## src/rtl/stream_demux_pkg.sv

```systemverilog
// Shared constants for the stream demultiplexer: select encoding and pointer width.
package stream_demux_pkg;

  // Channel-select encoding carried on in_sel
  localparam logic SEL_A = 1'b0;
  localparam logic SEL_B = 1'b1;

  // Pointer width for a FIFO of the given depth (depth is a power of two)
  function automatic int unsigned ptr_width(input int unsigned depth);
    return $clog2(depth);
  endfunction

  localparam int unsigned DEFAULT_DEPTH = 2;
  localparam int unsigned DEFAULT_PTR_W = ptr_width(DEFAULT_DEPTH);

endpackage

```

## src/rtl/demux_fifo.sv

```systemverilog
// Per-channel FIFO: single push port, single pop port, registered full flag and occupancy.
module demux_fifo
  import stream_demux_pkg::*;
#(
  parameter int unsigned B     = 32,
  parameter int unsigned DEPTH = DEFAULT_DEPTH,
  localparam int unsigned PW   = ptr_width(DEPTH),
  localparam int unsigned CW   = PW + 1
) (
  input  logic          clk,
  input  logic          reset_n,
  input  logic          push,
  input  logic [B-1:0]  push_data,
  output logic          full,
  input  logic          pop,
  output logic          valid,
  output logic [B-1:0]  head_data,
  output logic [CW-1:0] count
);

  logic [B-1:0]  mem_q [DEPTH];
  logic [PW-1:0] wr_ptr_q;
  logic [PW-1:0] rd_ptr_q;
  logic [CW-1:0] count_q;
  logic          do_push;
  logic          do_pop;

  // A full FIFO refuses a push even when it is popped in the same cycle
  assign full      = (count_q == CW'(DEPTH));
  assign valid     = (count_q != '0);
  assign head_data = mem_q[rd_ptr_q];
  assign count     = count_q;
  assign do_push   = push & ~full;
  assign do_pop    = pop & valid;

  // Storage, pointers and occupancy; reset clears storage so head_data reads zero
  always_ff @(posedge clk or negedge reset_n) begin
    if (!reset_n) begin
      mem_q    <= '{default: '0};
      wr_ptr_q <= '0;
      rd_ptr_q <= '0;
      count_q  <= '0;
    end else begin
      if (do_push) begin
        mem_q[wr_ptr_q] <= push_data;
        wr_ptr_q        <= wr_ptr_q + 1'b1;
      end
      if (do_pop) begin
        rd_ptr_q <= rd_ptr_q + 1'b1;
      end
      unique case ({do_push, do_pop})
        2'b10:   count_q <= count_q + 1'b1;
        2'b01:   count_q <= count_q - 1'b1;
        default: count_q <= count_q;
      endcase
    end
  end

endmodule

```

## src/rtl/stream_demux.sv

```systemverilog
// Registered 1-to-2 stream demultiplexer: steers each input word into channel A or B FIFO.
module stream_demux
  import stream_demux_pkg::*;
#(
  parameter int unsigned B     = 32,
  parameter int unsigned DEPTH = DEFAULT_DEPTH
) (
  input  logic                     clk,
  input  logic                     reset_n,
  input  logic                     in_valid,
  output logic                     in_ready,
  input  logic                     in_sel,
  input  logic [B-1:0]             in_data,
  output logic                     a_valid,
  input  logic                     a_ready,
  output logic [B-1:0]             a_data,
  output logic                     b_valid,
  input  logic                     b_ready,
  output logic [B-1:0]             b_data,
  output logic [$clog2(DEPTH):0]   a_count,
  output logic [$clog2(DEPTH):0]   b_count
);

  logic a_full;
  logic b_full;
  logic accept;

  // Ready depends only on registered full flags, never on a_ready/b_ready
  assign in_ready = (in_sel == SEL_B) ? ~b_full : ~a_full;
  assign accept   = in_valid & in_ready;

  demux_fifo #(
    .B     (B),
    .DEPTH (DEPTH)
  ) u_fifo_a (
    .clk       (clk),
    .reset_n   (reset_n),
    .push      (accept & (in_sel == SEL_A)),
    .push_data (in_data),
    .full      (a_full),
    .pop       (a_ready),
    .valid     (a_valid),
    .head_data (a_data),
    .count     (a_count)
  );

  demux_fifo #(
    .B     (B),
    .DEPTH (DEPTH)
  ) u_fifo_b (
    .clk       (clk),
    .reset_n   (reset_n),
    .push      (accept & (in_sel == SEL_B)),
    .push_data (in_data),
    .full      (b_full),
    .pop       (b_ready),
    .valid     (b_valid),
    .head_data (b_data),
    .count     (b_count)
  );

endmodule

```

## config.mk

```make
export PLATFORM = sky130hd
export DESIGN_NAME = stream_demux
export DESIGN_NICKNAME = d
export VERILOG_FILES = /design/src/rtl/stream_demux_pkg.sv /design/src/rtl/demux_fifo.sv /design/src/rtl/stream_demux.sv
export SDC_FILE = /design/constraint.sdc
export NUM_CORES = 1
export LEC_CHECK = 0
export CORE_MARGIN = 5
export CORE_UTILIZATION = 53
export DETAILED_ROUTE_END_ITERATION = 12
export PLACE_DENSITY = 0.81
export SLEW_MARGIN = 30
export SYNTH_ARGS = -nofsm -noshare
export SYNTH_HDL_FRONTEND = slang
export SYNTH_HIERARCHICAL = 1
export SYNTH_SLANG_ARGS = --single-unit
```

## constraint.sdc

```tcl
create_clock -name clk -period 2.24 [get_ports clk]
set_input_delay 0.224 -clock clk [delete_from_list [all_inputs] [get_ports clk]]
set_output_delay 0.224 -clock clk [all_outputs]
set_load 0.005 [all_outputs]
```

==> impl_metrics.ini <==
[layout]
fin_area_um2 = 8010
layout_common_cells = 180 x mux2_2, 134 x dfrtp_1, 107 x clkdlybuf4s50_1, 17 x clkbuf_16, 12 x mux2_1
antennaDiodeCount = 0
fillers = 712
syn_to_final_growth_pct = 33.2
nets = 542
drive_above_1_share_pct = 46.8
final_common_cell = mux2_2

[floorplan]
die_area_um2 = 13600
io-pin-count = 109
row_count = 38
die_height_um = 117
start_util_pct = 54.7
core_um2 = 11000
dieWidth_um = 117

[logic_synthesis]
synth-compound-area-share_pct = 0
ys_seq_area_share_pct = 56.6
ys_warn_count = 6
synth_area_leader_cell = dfrtp_1
synth_fa_ha_area_share_pct = 0.416
synthCells = 381
ys_ff_latch = 136
synth_top_family_by_area = multiplexers
synth_nets = 421
yosys-mux-area-fraction_pct = 36.1
avgSynthCellArea_um2 = 15.8
syn-cell-area_um2 = 6010
synth.distinct_cells = 21
synthXorXnorAreaFrac_pct = 1.46
synth-simple-area-share_pct = 2.23
synth.top_cell.area_share_pct = 56.6
synth_area_leaders = dfrtp_1 57%, mux2_2 34%, buf_6 2.2%, mux2_1 2.2%, xnor2_1 0.87%

[detailed_routing]
firstDrtPassIters = 4
vias = 3481
wirelength_um = 12700
route.antenna.remaining_nets = 0
route.detailed.drc = 0
drt_iter0_drc = 154
wl_per_cell_um = 19.4
viasPerCell = 5.31

[timing]
finalMaxSlewViolations = 0
setup_tns_ns = 0
setup_ws_ns = 0.127
clock_skew_ns = 0.00877
whs_ns = 0.327
clock.fmax_ghz = 0.473
final-hold-violation-count = 0
tightest_slew_ns = 0.501
fin_crit_ns = 2.11
fin_crit_sh_pct = 94.4
setup_viol = 0
worst_slew_margin_rel_pct = 66.6
rsz0062_at_grt = false

[worst_setup_path]
crit_family = buffers and inverters
slowest_delay_ns = 0.49
cp-end-kind = output port
required_ns = 2.02
r2r-start = u_fifo_a/count[0]$_DFFE_PN0P_
cp_max_fo = 23
crit_arrival_ns = 1.89
path_buf_inv = 2
path_cells = buf_6 > mux2_2 > clkdlybuf4s50_1
start_kind = flop
critPathKind = flop to output port
startpoint = u_fifo_a/rd_ptr_q$_DFFE_PN0P_
slowest_stage = clkdlybuf4s50_1
reg2reg_depth = 6
reg2reg_slack_ns = 0.23
rr_endpoint = u_fifo_a/mem_q[57]$_DFFE_PN0P_

[global_route]
grt_pass1_wl_um = 21000
antenna_found_initial = 0
grt.total_usage_pct = 20.8
grt_max_degree = 59
grt_overflow = 0
grt_pass1_vias = 4077

[clocking]
clockBufferDepth = 2
clock-sinks = 136
root_buffer = clkbuf_16
cts_buffers = 17
clk_pin_slew_ns = 0.06
worstSkewPairLatency_ns = 0.41
cts_tree = yes
htree_levels = 4

[place]
place_area_um2 = 7260
gp_congestion = 0.752
post-place-ws_ns = 0.183
numPortBuffers = 108
place_hpwl_um = 8380

[pwr]
irDropWorstVdd_mv = 0.946
p_leak_nw = 3.36
p_per_area_nw_per_um2 = 1650
power_mw = 13.2

[outcome]
status = completed

[hold_path]
hold_class = input pin to async pin

[flow_run]
drv_cap = 0
==> cell families (layout without fill, tap and decap cells) <==
group         count (synthesis)  in the layout
simple gates                 16             16
xor+xnor                     10             10
buf+inv                      24            158
fa+ha+maj                     2              2
flops                       136            136
mux                         193            193
==> per-layer routing <==
metal  part of all wire [%]  GRT usage, %  wire length (um)
met5                      0             0                 0
met4                    1.4          8.35               178
met3                    5.4          6.48               686
met2                     51          34.8              6490
met1                     42          25.0              5370
==> worst reg2reg max path, cell delays in order, from the launching register on <==
cell	delay (ns)
dfrtp_1	0.43
nand2b_4	0.17
inv_2	0.06
nor3b_2	0.27
nor3b_4	0.30
buf_12	0.26
mux2_2	0.39
==> synth_stat cells (all sizes together) <==
| cell | number |
|---|---|
| nor3b | 3 |
| and3 | 2 |
| nand2 | 2 |
| or2 | 2 |
| and3b | 1 |
| nand2b | 2 |
| and2 | 2 |
| clkbuf | 4 |
| xor2 | 4 |
| nor2 | 2 |
| inv | 2 |
| buf | 18 |
| ha | 2 |
| dfrtp | 136 |
| xnor2 | 6 |
| mux2 | 192 |
| mux2i | 1 |
==> sequential cells by signal, summed over array words and instances (netlist names) <==
register           cells
u_fifo_a/count         2
u_fifo_a/mem_q        64
u_fifo_a/rd_ptr_q      1
u_fifo_a/wr_ptr_q      1
u_fifo_b/count         2
u_fifo_b/mem_q        64
u_fifo_b/rd_ptr_q      1
u_fifo_b/wr_ptr_q      1
==> how the worst max path moves through the flow <==
stage | end | slack, ns | cells after the start
3_5_place_dp | u_fifo_a/mem_q[55]$_DFFE_PN0P_ | 0.18 | 5
2_1_floorplan | u_fifo_a/mem_q[53]$_DFFE_PN0P_ | 0.39 | 6
4_1_cts | a_data[16] | 0.03 | 3
6_report | a_data[16] | 0.13 | 3
5_1_grt | a_data[16] | 0.05 | 3
3_3_place_gp | u_fifo_a/mem_q[57]$_DFFE_PN0P_ | 0.28 | 5
==> stage by stage <==
step,instances,utilization (%)
after CTS,655,72.9
final,655,72.9
after global placement,620,66.1
after detailed placement,620,66.1
after floorplan,381,-
after global routing,655,72.9
==> area by class of cell <==
| class | instances | area [um^2] | share of cell area, % |
|---|---|---|---|
| Clock buffer | 21 | 480 | 6.00 |
| Timing Repair Buffer | 124 | 1300 | 16.2 |
| Tap cell | 140 | 175 | 2.19 |
| Multi-Input combinational cell | 221 | 2430 | 30.3 |
| Inverter | 2 | 7.51 | 0.0937 |
| Clock inverter | 11 | 216 | 2.70 |
| Sequential cell | 136 | 3410 | 42.5 |
==> where the power goes <==
group | leakage (nW) | internal (mW) | switching, mW | total [mW]
clock | 0.332 | 2.21 | 0.994 | 3.20
combinational | 1.41 | 3.78 | 1.85 | 5.63
sequential | 1.62 | 3.73 | 0.690 | 4.42
total | 3.36 | 9.71 | 3.54 | 13.2
==> what timing repair did <==
item	4_1_cts	5_1_grt
setup buffers	2	0
resized for setup	1	2
endpoints found under the hold margin	53	0
pin swaps	0	0
hold buffers	1	0
endpoints found under the setup margin	22	32
Power figures use the tool's default switching activity.
